**src/rtl/pool_max_seq_if.sv**
```systemverilog
// Handshake and data bundle between the 2x2 window mux / consumer and pool_max_seq.
// master drives the request side and the window pixels; slave is the pooling engine.
interface pool_max_seq_if;
   logic              start;
   logic              busy;
   logic [3:0]        cnt;
   logic signed [7:0] conv0;
   logic signed [7:0] conv1;
   logic signed [7:0] conv2;
   logic signed [7:0] conv3;
   logic              out_valid;
   logic              out_ready;
   logic [71:0]       pool_lin;

   modport master (
      output start, conv0, conv1, conv2, conv3, out_ready,
      input  busy, cnt, out_valid, pool_lin
   );

   modport slave (
      input  start, conv0, conv1, conv2, conv3, out_ready,
      output busy, cnt, out_valid, pool_lin
   );
endinterface

```
**src/rtl/pool_max_seq.sv**
```systemverilog
// Sequential 2x2 max-pool of a 6x6 map into a 3x3 map, one window per cycle.
// Define POOL_RELU_EN to clamp negative maxima to zero before storing.
module pool_max_seq (
   input logic          clk,
   input logic          rst_n,
   pool_max_seq_if.slave bus
);
   typedef enum logic [1:0] {StIdle, StRun, StDone} state_e;

   state_e            state_q, state_d;
   logic [3:0]        cnt_q, cnt_d;
   logic [71:0]       pool_q, pool_d;
   logic signed [7:0] max01, max23, win_max, elem;

   // Signed tree max; ties resolve to either operand, which is the same value.
   always_comb begin
      max01   = ($signed(bus.conv0) >= $signed(bus.conv1)) ? bus.conv0 : bus.conv1;
      max23   = ($signed(bus.conv2) >= $signed(bus.conv3)) ? bus.conv2 : bus.conv3;
      win_max = (max01 >= max23) ? max01 : max23;
`ifdef POOL_RELU_EN
      elem    = win_max[7] ? 8'sh00 : win_max;
`else
      elem    = win_max;
`endif
   end

   always_comb begin
      state_d = state_q;
      cnt_d   = cnt_q;
      pool_d  = pool_q;
      unique case (state_q)
         StIdle: begin
            if (bus.start) begin
               state_d = StRun;
               cnt_d   = 4'd0;
            end
         end
         StRun: begin
            for (int k = 0; k < 9; k++) begin
               if (cnt_q == 4'(k)) pool_d[k*8 +: 8] = elem;
            end
            if (cnt_q == 4'd8) begin
               state_d = StDone;
               cnt_d   = 4'd0;
            end else begin
               cnt_d   = cnt_q + 4'd1;
            end
         end
         StDone: begin
            if (bus.out_ready) state_d = StIdle;
         end
         default: begin
            state_d = StIdle;
            cnt_d   = 4'd0;
         end
      endcase
   end

   always_ff @(posedge clk) begin
      if (!rst_n) begin
         state_q <= StIdle;
         cnt_q   <= 4'd0;
         pool_q  <= 72'd0;
      end else begin
         state_q <= state_d;
         cnt_q   <= cnt_d;
         pool_q  <= pool_d;
      end
   end

   assign bus.busy      = (state_q != StIdle);
   assign bus.out_valid = (state_q == StDone);
   assign bus.cnt       = cnt_q;
   assign bus.pool_lin  = pool_q;
endmodule

```
**src/flat_wrapper.sv**
```systemverilog
// flat-port wrapper written by rule: the top's interface ports become plain ports
module pool_max_seq_flat 
  (clk, rst_n, bus_start, bus_conv0, bus_conv1, bus_conv2, bus_conv3, bus_out_ready, bus_busy, bus_cnt, bus_out_valid, bus_pool_lin);
  pool_max_seq_if bus_i ();
  input logic clk;
  input logic rst_n;
  input wire logic [$bits(bus_i.start)-1:0] bus_start;
  input wire logic [$bits(bus_i.conv0)-1:0] bus_conv0;
  input wire logic [$bits(bus_i.conv1)-1:0] bus_conv1;
  input wire logic [$bits(bus_i.conv2)-1:0] bus_conv2;
  input wire logic [$bits(bus_i.conv3)-1:0] bus_conv3;
  input wire logic [$bits(bus_i.out_ready)-1:0] bus_out_ready;
  output wire logic [$bits(bus_i.busy)-1:0] bus_busy;
  output wire logic [$bits(bus_i.cnt)-1:0] bus_cnt;
  output wire logic [$bits(bus_i.out_valid)-1:0] bus_out_valid;
  output wire logic [$bits(bus_i.pool_lin)-1:0] bus_pool_lin;
  assign bus_i.start = bus_start;
  assign bus_i.conv0 = bus_conv0;
  assign bus_i.conv1 = bus_conv1;
  assign bus_i.conv2 = bus_conv2;
  assign bus_i.conv3 = bus_conv3;
  assign bus_i.out_ready = bus_out_ready;
  assign bus_busy = bus_i.busy;
  assign bus_cnt = bus_i.cnt;
  assign bus_out_valid = bus_i.out_valid;
  assign bus_pool_lin = bus_i.pool_lin;
  pool_max_seq u_core (.clk(clk), .rst_n(rst_n), .bus(bus_i));
endmodule
```
**config.mk**
```make
export PLATFORM = sky130hd
export DESIGN_NAME = pool_max_seq_flat
export DESIGN_NICKNAME = d
export VERILOG_FILES = /design/src/rtl/pool_max_seq_if.sv /design/src/rtl/pool_max_seq.sv /design/src/flat_wrapper.sv
export SDC_FILE = /design/constraint.sdc
export NUM_CORES = 1
export LEC_CHECK = 0
export BUFFER_PORTS_ARGS = -buffer_cell sky130_fd_sc_hd__buf_2
export CAP_MARGIN = 25
export CORE_MARGIN = 4
export CORE_UTILIZATION = 54
export DETAILED_ROUTE_END_ITERATION = 12
export PLACE_DENSITY = 0.81
export SETUP_SLACK_MARGIN = 0.15
export SLEW_MARGIN = 20
export SYNTH_ARGS = -nofsm -noshare
export SYNTH_HDL_FRONTEND = slang
export SYNTH_SLANG_ARGS = --single-unit
```
**constraint.sdc**
```tcl
create_clock -name clk -period 5.3 [get_ports clk]
set_input_delay 1.06 -clock clk [delete_from_list [all_inputs] [get_ports clk]]
set_output_delay 1.06 -clock clk [all_outputs]
set_load 0.03 [all_outputs]
```
Yosys cells after proc, flatten, opt, wreduce, memory -nomap -nowiden. Cells that the tools add are included.

Register bits: 78. Bits in latches: 0. RAM bits: 0. Bits in read-only memories: 0. Bits of input ports: 36. Output and inout bits: 78. Memories kept: 0.

$add $sub $neg: 1. $mul: 0. Divide/modulo/power cells: 0. Magnitude comparators: 3. Equal/unequal tests: 13. Shift operators: 0. Multiplexer cells: 10. Bitwise logic cells: 1. Reduce and logical (&&, ||, !) cells: 14.

Operators with widths (count): $ge 8x8->1 (3); $mux 8 (3); $reduce_and 2->1 (10); $eq 4x3->1 const B (4); $pmux 4 s3 (1); $eq 4x2->1 const B (2); $mux 4 (2); $mux 2 (3); $pmux 2 s3 (1); $add 4x1->4 const B (1); $eq 4x1->1 const B (1); $eq 4x4->1 const B (1); $logic_not 4->1 (1); $ne 2x2->1 const B (2); $reduce_and 3->1 (1); $eq 2x1->1 const B (1); $eq 2x2->1 const B (1); $logic_not 2->1 (1); $ne 2x1->1 const B (1); $reduce_bool 2->1 (1); $not 1->1 (1).

Logic depth before layout (Yosys ltp). Gate-level depths: netlist of run 1.

Depth after elaboration: 4. Depth in mapped cells: 15. Depth with buffers taken out: 13.

Worst setup path after synthesis of run 1. OpenSTA, ideal clock, no wires.

Kind: input-to-reg. From: input port bus_conv3[7]. To: register u_core.pool_q[64] (netlist: u_core.bus.pool_lin[64]). Library setup time: 0.141 ns. Arrival time: 3.990 ns. Required time: 5.159 ns. Setup slack: 1.168 ns. Stages: 14. Cells stage by stage: inv_1 -> ha_1 -> and4_1 -> buf_6 -> a21bo_4 -> buf_12 -> a211oi_4 -> inv_1 -> ha_1 -> or3b_1 -> o2111ai_1 -> a21oi_2 -> o2111ai_1 -> o221ai_1.

Longest elaborated chain between the ends: 4.

RTL lines: start, declared (line flat_wrapper.sv:11) `input wire logic [$bits(bus_i.conv3)-1:0] bus_conv3;`; $ge 8x8->1 (line pool_max_seq.sv:18) `max23 = ($signed(bus.conv2) >= $signed(bus.conv3)) ? bus.conv2 : bus.conv3;`; $mux 8 * (line pool_max_seq.sv:18); $ge 8x8->1 (line pool_max_seq.sv:19) `win_max = (max01 >= max23) ? max01 : max23;`; $mux 8 * (line pool_max_seq.sv:19); end signal, assigned (line pool_max_seq.sv:67) `pool_q <= pool_d;`; end, declared (line pool_max_seq.sv:12) `logic [71:0] pool_q, pool_d;`.

Mark *: on every way between the ends. The rest lies on a longest branch, timed or not. A chain may end at the register's enable or synchronous reset.

Worst setup path after layout of run 1.
From: input port bus_conv1[5]. To: register u_core.pool_q[30] (netlist: u_core.bus.pool_lin[30]).

Longest elaborated chain between the ends: 4.

RTL lines: start, declared (line flat_wrapper.sv:9) `input wire logic [$bits(bus_i.conv1)-1:0] bus_conv1;`; $ge 8x8->1 (line pool_max_seq.sv:17) `max01 = ($signed(bus.conv0) >= $signed(bus.conv1)) ? bus.conv0 : bus.conv1;`; $mux 8 * (line pool_max_seq.sv:17); $ge 8x8->1 (line pool_max_seq.sv:19); $mux 8 * (line pool_max_seq.sv:19).

Marked as above.

==> results of run 1 <==
-- layout make-up --
type                            count  area share
Inverter                           32      0.0225
Clock inverter                      7      0.0150
Tap cell                          102      0.0239
Timing Repair Buffer              130       0.130
Multi-Input combinational cell    348       0.494
Clock buffer                        9      0.0232
Sequential cell                    78       0.292
-- synthesized netlist by cell type, types with 2 or more instances --
cell type and number:
dfxtp_1 78, and3_1 26, and4_1 2, o21a_1 2
ha_1 28, nand2b_1 3, nand3_1 2, o211ai_1 8
nand4_2 8, a21boi_1 3, o2111ai_1 2, inv_1 32
a211o_1 2, a211oi_4 16, o21ai_2 2, nor2b_1 6
a21boi_0 8, o31ai_4 2, buf_6 2, buf_4 3
nor2_1 8, a21oi_1 35, buf_2 4, a21o_1 2
o221ai_1 72, nor3_1 2, o21ai_0 3, nand2_1 91
clkbuf_1 6
-- worst max-delay path by stage --
stage,startpoint,endpoint,slack [ns],cells past startpoint
6_report,bus_conv1[5],u_core.bus.pool_lin[30],0.80,13
5_1_grt,bus_conv1[5],u_core.bus.pool_lin[54],0.49,13
4_1_cts,bus_conv1[5],u_core.bus.pool_lin[30],0.83,13
3_5_place_dp,bus_conv1[5],u_core.bus.pool_lin[70],0.45,13
3_3_place_gp,bus_conv1[2],u_core.bus.pool_lin[64],0.62,13
2_1_floorplan,bus_conv3[7],u_core.bus.pool_lin[64],1.17,14
-- power by group through the flow --
| stage | sequential (mW) | clock (mW) | combinational, mW |
|---|---|---|---|
| floorplan | 0.642 | 0 | 0.233 |
| global placement | 0.621 | 0 | 0.368 |
| detailed placement | 0.621 | 0 | 0.379 |
| CTS | 0.607 | 0.458 | 0.381 |
| global route | 0.609 | 0.478 | 0.415 |
| finish | 0.607 | 0.454 | 0.386 |
-- state kept, by name (all words and copies together) (netlist names) --
register             flops
u_core.bus.pool_lin     72
u_core.state_q           2
u_core.bus.cnt           4
-- placed cells by master, fill, tap and decap left out, types with 2 or more instances in the layout --
| cell | Yosys | routed |
|---|---|---|
| a211o_1 | 2 | 2 |
| a211oi_4 | 16 | 16 |
| a21boi_0 | 8 | 8 |
| a21boi_1 | 3 | 3 |
| a21o_1 | 2 | 2 |
| a21oi_1 | 35 | 35 |
| and3_1 | 26 | 26 |
| and4_1 | 2 | 2 |
| buf_2 | 4 | 113 |
| buf_4 | 3 | 17 |
| clkbuf_8 | 0 | 9 |
| dfxtp_1 | 78 | 78 |
| ha_1 | 28 | 28 |
| inv_1 | 32 | 32 |
| inv_6 | 0 | 2 |
| nand2_1 | 91 | 91 |
| nand2b_1 | 3 | 3 |
| nand3_1 | 2 | 2 |
| nand4_2 | 8 | 8 |
| nor2_1 | 8 | 8 |
| nor2b_1 | 6 | 6 |
| nor3_1 | 2 | 2 |
| o2111ai_1 | 2 | 2 |
| o211ai_1 | 8 | 8 |
| o21a_1 | 2 | 2 |
| o21ai_0 | 3 | 3 |
| o21ai_2 | 2 | 2 |
| o221ai_1 | 72 | 72 |
| o31ai_4 | 2 | 2 |
-- worst register-to-register path, stage by stage (launching register included) --
cell	delay (ns)
dfxtp_1	0.44
nand2b_2	0.15
nor3_2	0.59
a21boi_0	0.53
nand2_1	0.20
o221ai_1	0.13
-- kinds of logic after synthesis --
kind of cell	Yosys count	share of synthesized area
compound gates	165	0.337
fa+ha+maj	28	0.0791
buf+inv	49	0.0522
flops	78	0.352
mux	1	0.00226
simple gates	154	0.177
-- per-layer routing --
metal	global-route usage	wire, um
met1	0.339	5340
met2	0.435	6150
met3	0.0474	1020
met4	0.0777	305
met5	0	0
-- metrics by stage --
step / hold slack [ns] / setup slack (ns)
after detailed placement: 0.444 / 0.450
final: 0.468 / 0.800
after global placement: 0.444 / 0.624
after CTS: 0.471 / 0.827
after global routing: 0.493 / 0.487
after floorplan: 0.583 / 1.17
==> impl_results.md, run 1 <==
* GRT overflow at 0
* Post-Syn Area at 4430 sq um
* Syn Nets at 539
* CP delay by family, top: compound AO/OA/AOI/OAI gates
* GRT Resource Usage Total at 0.259
* DRC at 0
* CP Capture Type: flip-flop
* Critical path class: primary input to flip-flop
* Register-to-Register Path Depth at 5
* DRT Wirelength at 12800 um
* Clock insertion delay at the later pin of the skew report at 0.35 ns
* DR pass1 iterations at 5
* Sw Share at 0.343
* Slew HR at 0.316
* Vias in the first global route at 4283
* Total number of vias at 4368
* Wire length of the first global-routing pass at 20900 um
* Area of the multi-input gates at 2640 sq um
* DIE AREA at 9720 sq um
* Synthesized flop and latch total at 78
* Inst Count DP at 690
* Status: finished clean
* Worst Path Max Fanout at 16
* End-of-flow core utilization at 0.681
* I/O pins at 114
* Final period util at 0.849
* Root buffer cell: clkbuf_8
* Layout cell share with drive strength beyond 1 at 0.300
* Initial antenna violation count at 0
* Critical Path Start Type: primary input
* # H-tree levels at 3
* Crit path required time at 5.48 ns
* Area Overhead vs Synth at 20.6%
* I/O Buffers at 113
* Hold endpoint: u_core.bus.pool_lin[0]
* Combinational share of power at 0.267
* Post-synth EDFFs at 0
* Setup TNS at 0 ns
* Power share of the sequential group at 0.420
* Core area at 7850 sq um
* Setup Viol. Count Final at 0
* DR WL/cell at 18.2 um
* P_leak at 2.44 nW
* P_int at 950 uW
* CP most frequent cell: ha_1
* Final Max Slew Viols at 0
* Post-CTS setup buffer count at 0
* Antenna-violating nets left at 0
* Clock power frac at 0.314
* Maximum vdd drop at 0.000155 V
* Dominant cell type by area after synthesis: dfxtp_1
* Crit-path cells: buf_2 -> inv_1 -> ha_1 -> a21oi_1 -> o21ai_1 -> a21boi_0 -> a211oi_4 -> ha_1 -> or3b_1 -> o2111ai_1 -> a21oi_2 -> o211ai_1 -> o221ai_1
* Clk sinks at 78
* R2r setup slk at 3.12 ns
* Min cycle time layout at 4.50 ns
* Setup Skew at 0.00822 ns
* # diodes at 0
* Post-CTS Resized at 0
* Routability-driven placement congestion ratio at 0.866
* Yosys warnings at 0
* Syn_area_per_cell at 9.33 sq um
* HP Class: flip-flop to flip-flop
* Ys flop type: dfxtp_1
* Clk slew on worst S/H paths at 0.08 ns
* Max-Cap Viols at 0
* Largest net degree at the start of global routing at 26
* CTS tree: yes
* Post-Layout Inst Area at 5350 sq um
* Library cells used by synthesis at 46
* Psw at 497 uW
* Max clock buf depth at 2
* Register area at 1560 sq um
* CTS Buf Count at 9
* # nets final at 663
* Synth top area share at 0.352
* Placed cell area at 5140 sq um
* Hold depth at 2
* Crit path DAT at 4.68 ns
* Top cells by area, synth: dfxtp_1 (35%), o221ai_1 (14%), ha_1 (7.9%)
* Detail Placement HPWL at 9350 um
* Min-delay src: u_core.bus.pool_lin[0]
* Rows at 32
* Sequential area share after synthesis at 0.352
* Crit path buffers/inverters at 2
* Starting DRT DRC Count at 324
* Post-Synthesis Cells at 475
* Die X at 98.6 um
* Post-CTS Hold Buffers at 0
* Hold Vio Cnt, Final at 0
* FFs w/ async S/R, synth at 0
* Critical path's largest stage delay at 0.66 ns
* Power, Total at 1.45 mW
* Effective utilization at floorplan at 0.565
* RSZ-0062 raised after global routing: false
* Fillcell total at 678
* Die Y at 98.6 um
* Worst Max-Slew Pin Slew at 1.02 ns
* FF-to-FF Start: u_core.state_q[0]
* Power Dens Cells at 271 nW/um^2
* Slowest CP cell: o21ai_1
* RR Endpoint: u_core.bus.pool_lin[11]
* Fmax at 222 MHz
* Drt via density at 6.19
* Final cell count without fillers at 706
(Power assumes the default switching activity.)
==> inputs of run 2 (changes only) <==
- ABC_AREA: unset -> 1
- PLACE_DENSITY: 0.81 -> 0.8
- clock period: 5.3 -> 4.35 ns (I/O delays scaled with it)
==> run 2 against run 1 <==
Net effect: sequential power rose by 22%; largest cell class unchanged; global-route usage shrank 0.30 points; critical path depth increased by 6; combinational power is 84% higher.
==> impl_results.md, run 2 <==
* Fillcell total at 771
* Detail Placement HPWL at 9450 um
* Worst Max-Slew Pin Slew at 0.963 ns
* Post-Synthesis Cells at 700
* Commonest non-fill, non-tap cell in the layout: nor2_1
* Setup TNS at 0 ns
* DR WL/cell at 14.0 um
* Synthesized flop and latch total at 78
* Final WS setup at 0.529 ns
* Initial antenna violation count at 0
* # nets final at 874
* Crit path required time at 4.60 ns
* Slew HR at 0.354
* Post-synth EDFFs at 0
* Effective utilization at floorplan at 0.566
* Ys flop type: dfxtp_1
* I/O Buffers at 113
* CP Capture Type: flip-flop
* Final period util at 0.878
* DRC at 0
* Top cells by area, synth: dfxtp_1 (33%), nor2_1 (12%), nand2_1 (11%)
* Core area at 8340 sq um
* DR pass1 iterations at 5
* Routability-driven placement congestion ratio at 0.870
* Inst Count DP at 902
* FFs w/ async S/R, synth at 0
* # H-tree levels at 3
* Wire length of the first global-routing pass at 21100 um
* CTS tree: yes
* Library cells used by synthesis at 29
* Die Y at 101 um
* Root buffer cell: clkbuf_8
* Worst Path Max Fanout at 9
* DRT Wirelength at 12800 um
* Vias in the first global route at 4432
* Hold Vio Cnt, Final at 0
* HP Class: flip-flop to flip-flop
* Critical Path Start Type: primary input
* Status: finished clean
* Antenna-violating nets left at 0
* Total number of vias at 4699
* Max clock buf depth at 2
* Post-Syn Area at 4720 sq um
* Register area at 1560 sq um
* Crit path DAT at 4.07 ns
* # diodes at 0
* Max FFs per register at 72
* Layout cell share with drive strength beyond 1 at 0.211
* Post-CTS setup buffer count at 0
* GRT overflow at 0
* Sequential area share after synthesis at 0.331
* Post-CTS Hold Buffers at 0
* Clock insertion delay at the later pin of the skew report at 0.35 ns
* P_leak at 3.24 nW
* Maximum vdd drop at 0.000205 V
* Starting DRT DRC Count at 218
* Syn_area_per_cell at 6.74 sq um
* Final Max Slew Viols at 0
* Setup Skew at 0.00770 ns
* Final cell count without fillers at 920
* Commonest non-fill, non-tap cells in the layout: nor2_1 (155), nand2_1 (133), inv_1 (127)
* I/O pins at 114
* Area Overhead vs Synth at 16.7%
* Rows at 33
* Syn Nets at 764
* Dpl ws at 0.218 ns
* Largest net degree at the start of global routing at 45
* Post-CTS Resized at 0
* Cell with the most instances after synthesis: nor2_1
* CTS Buf Count at 9
* Fmax at 262 MHz
* Max-Cap Viols at 0
* Synth top area share at 0.331
* Dominant cell type by area after synthesis: dfxtp_1
* Yosys warnings at 0
* Clk sinks at 78
* Setup Viol. Count Final at 0
* Die X at 101 um
* Power Dens Cells at 354 nW/um^2
* Min cycle time layout at 3.82 ns
* Commonest cells post-synth: nor2_1 (156), nand2_1 (133), inv_1 (128)
* Area of the multi-input gates at 2560 sq um
* GRT Resource Usage Total at 0.256
* RSZ-0062 raised after global routing: false
* Clk slew on worst S/H paths at 0.09 ns
* Drt via density at 5.11
* DIE AREA at 10300 sq um
* Critical path class: primary input to flip-flop
run 2: changes by cell type after synthesis, sizes merged, moves of 25 or more:
cell	delta
nand2	+45
o221ai	-72
nor2	+152
nand3	+93
inv	+98
and3	-25
run 2: kinds of logic (layout without fill, tap and decap cells):
family,count (synthesis),after routing,share of synthesized area
buffers and inverters,147,262,0.127
and+or+nand+nor,430,430,0.448
AOI/OAI and AO/OA,17,17,0.0196
adders and majority gates,28,28,0.0743
DFF,78,78,0.331
run 2: stage by stage:
stage | power, mW | utilization | hold slack (ns) | instance area (sq um)
after global placement | 1.44 | 0.637 | 0.509 | 5310
after global routing | 2.03 | 0.660 | 0.566 | 5500
after detailed placement | 1.45 | 0.637 | 0.518 | 5310
after CTS | 1.94 | 0.658 | 0.532 | 5490
final | 1.95 | 0.660 | 0.533 | 5500
after floorplan | 1.25 | - | 0.552 | 4720
run 2: power breakdown:
part           leakage [nW]  total [mW]  internal [mW]  switching, mW
sequential            0.630       0.740          0.729         0.0106
clock                0.0921       0.497          0.212          0.285
combinational          2.51       0.709          0.192          0.516
run 2: final timing paths:
kind,start,endpoint,slack [ns],depth (start not counted)
max reg2reg,u_core.bus.cnt[1],u_core.bus.pool_lin[47],2.47,7
min reg2reg,u_core.bus.cnt[1],u_core.bus.cnt[1],0.53,2
min,u_core.bus.cnt[1],u_core.bus.cnt[1],0.53,2
max,bus_conv1[7],u_core.bus.pool_lin[52],0.53,19
run 2: metal layers:
metal  GRT usage  up-vias  share of wire
met5           0        -              0
met2       0.421      198           0.47
met4      0.0818        0          0.017
met1       0.351     2094           0.43
li1            -     2389              -
met3      0.0303       18          0.088
run 2: final cells by class:
type,count,share of cell area
Inverter,130,0.0887
Sequential cell,78,0.284
Clock inverter,6,0.00864
Tap cell,105,0.0239
Timing Repair Buffer,116,0.107
Multi-Input combinational cell,475,0.465
Clock buffer,10,0.0232
run 2: critical path, cell delays in order:
cell	delay [ns]
buf_2	0.07
inv_1	0.04
ha_1	0.35
nand2_1	0.09
nor2_1	0.18
nand4_2	0.27
nand3_4	0.22
nand2_1	0.11
and2_1	0.15
ha_1	0.33
a21oi_1	0.17
o21a_1	0.18
nand2_1	0.06
nand2_1	0.10
nand3_2	0.24
nand3_2	0.36
nand3_1	0.12
nand2_1	0.10
inv_1	0.04
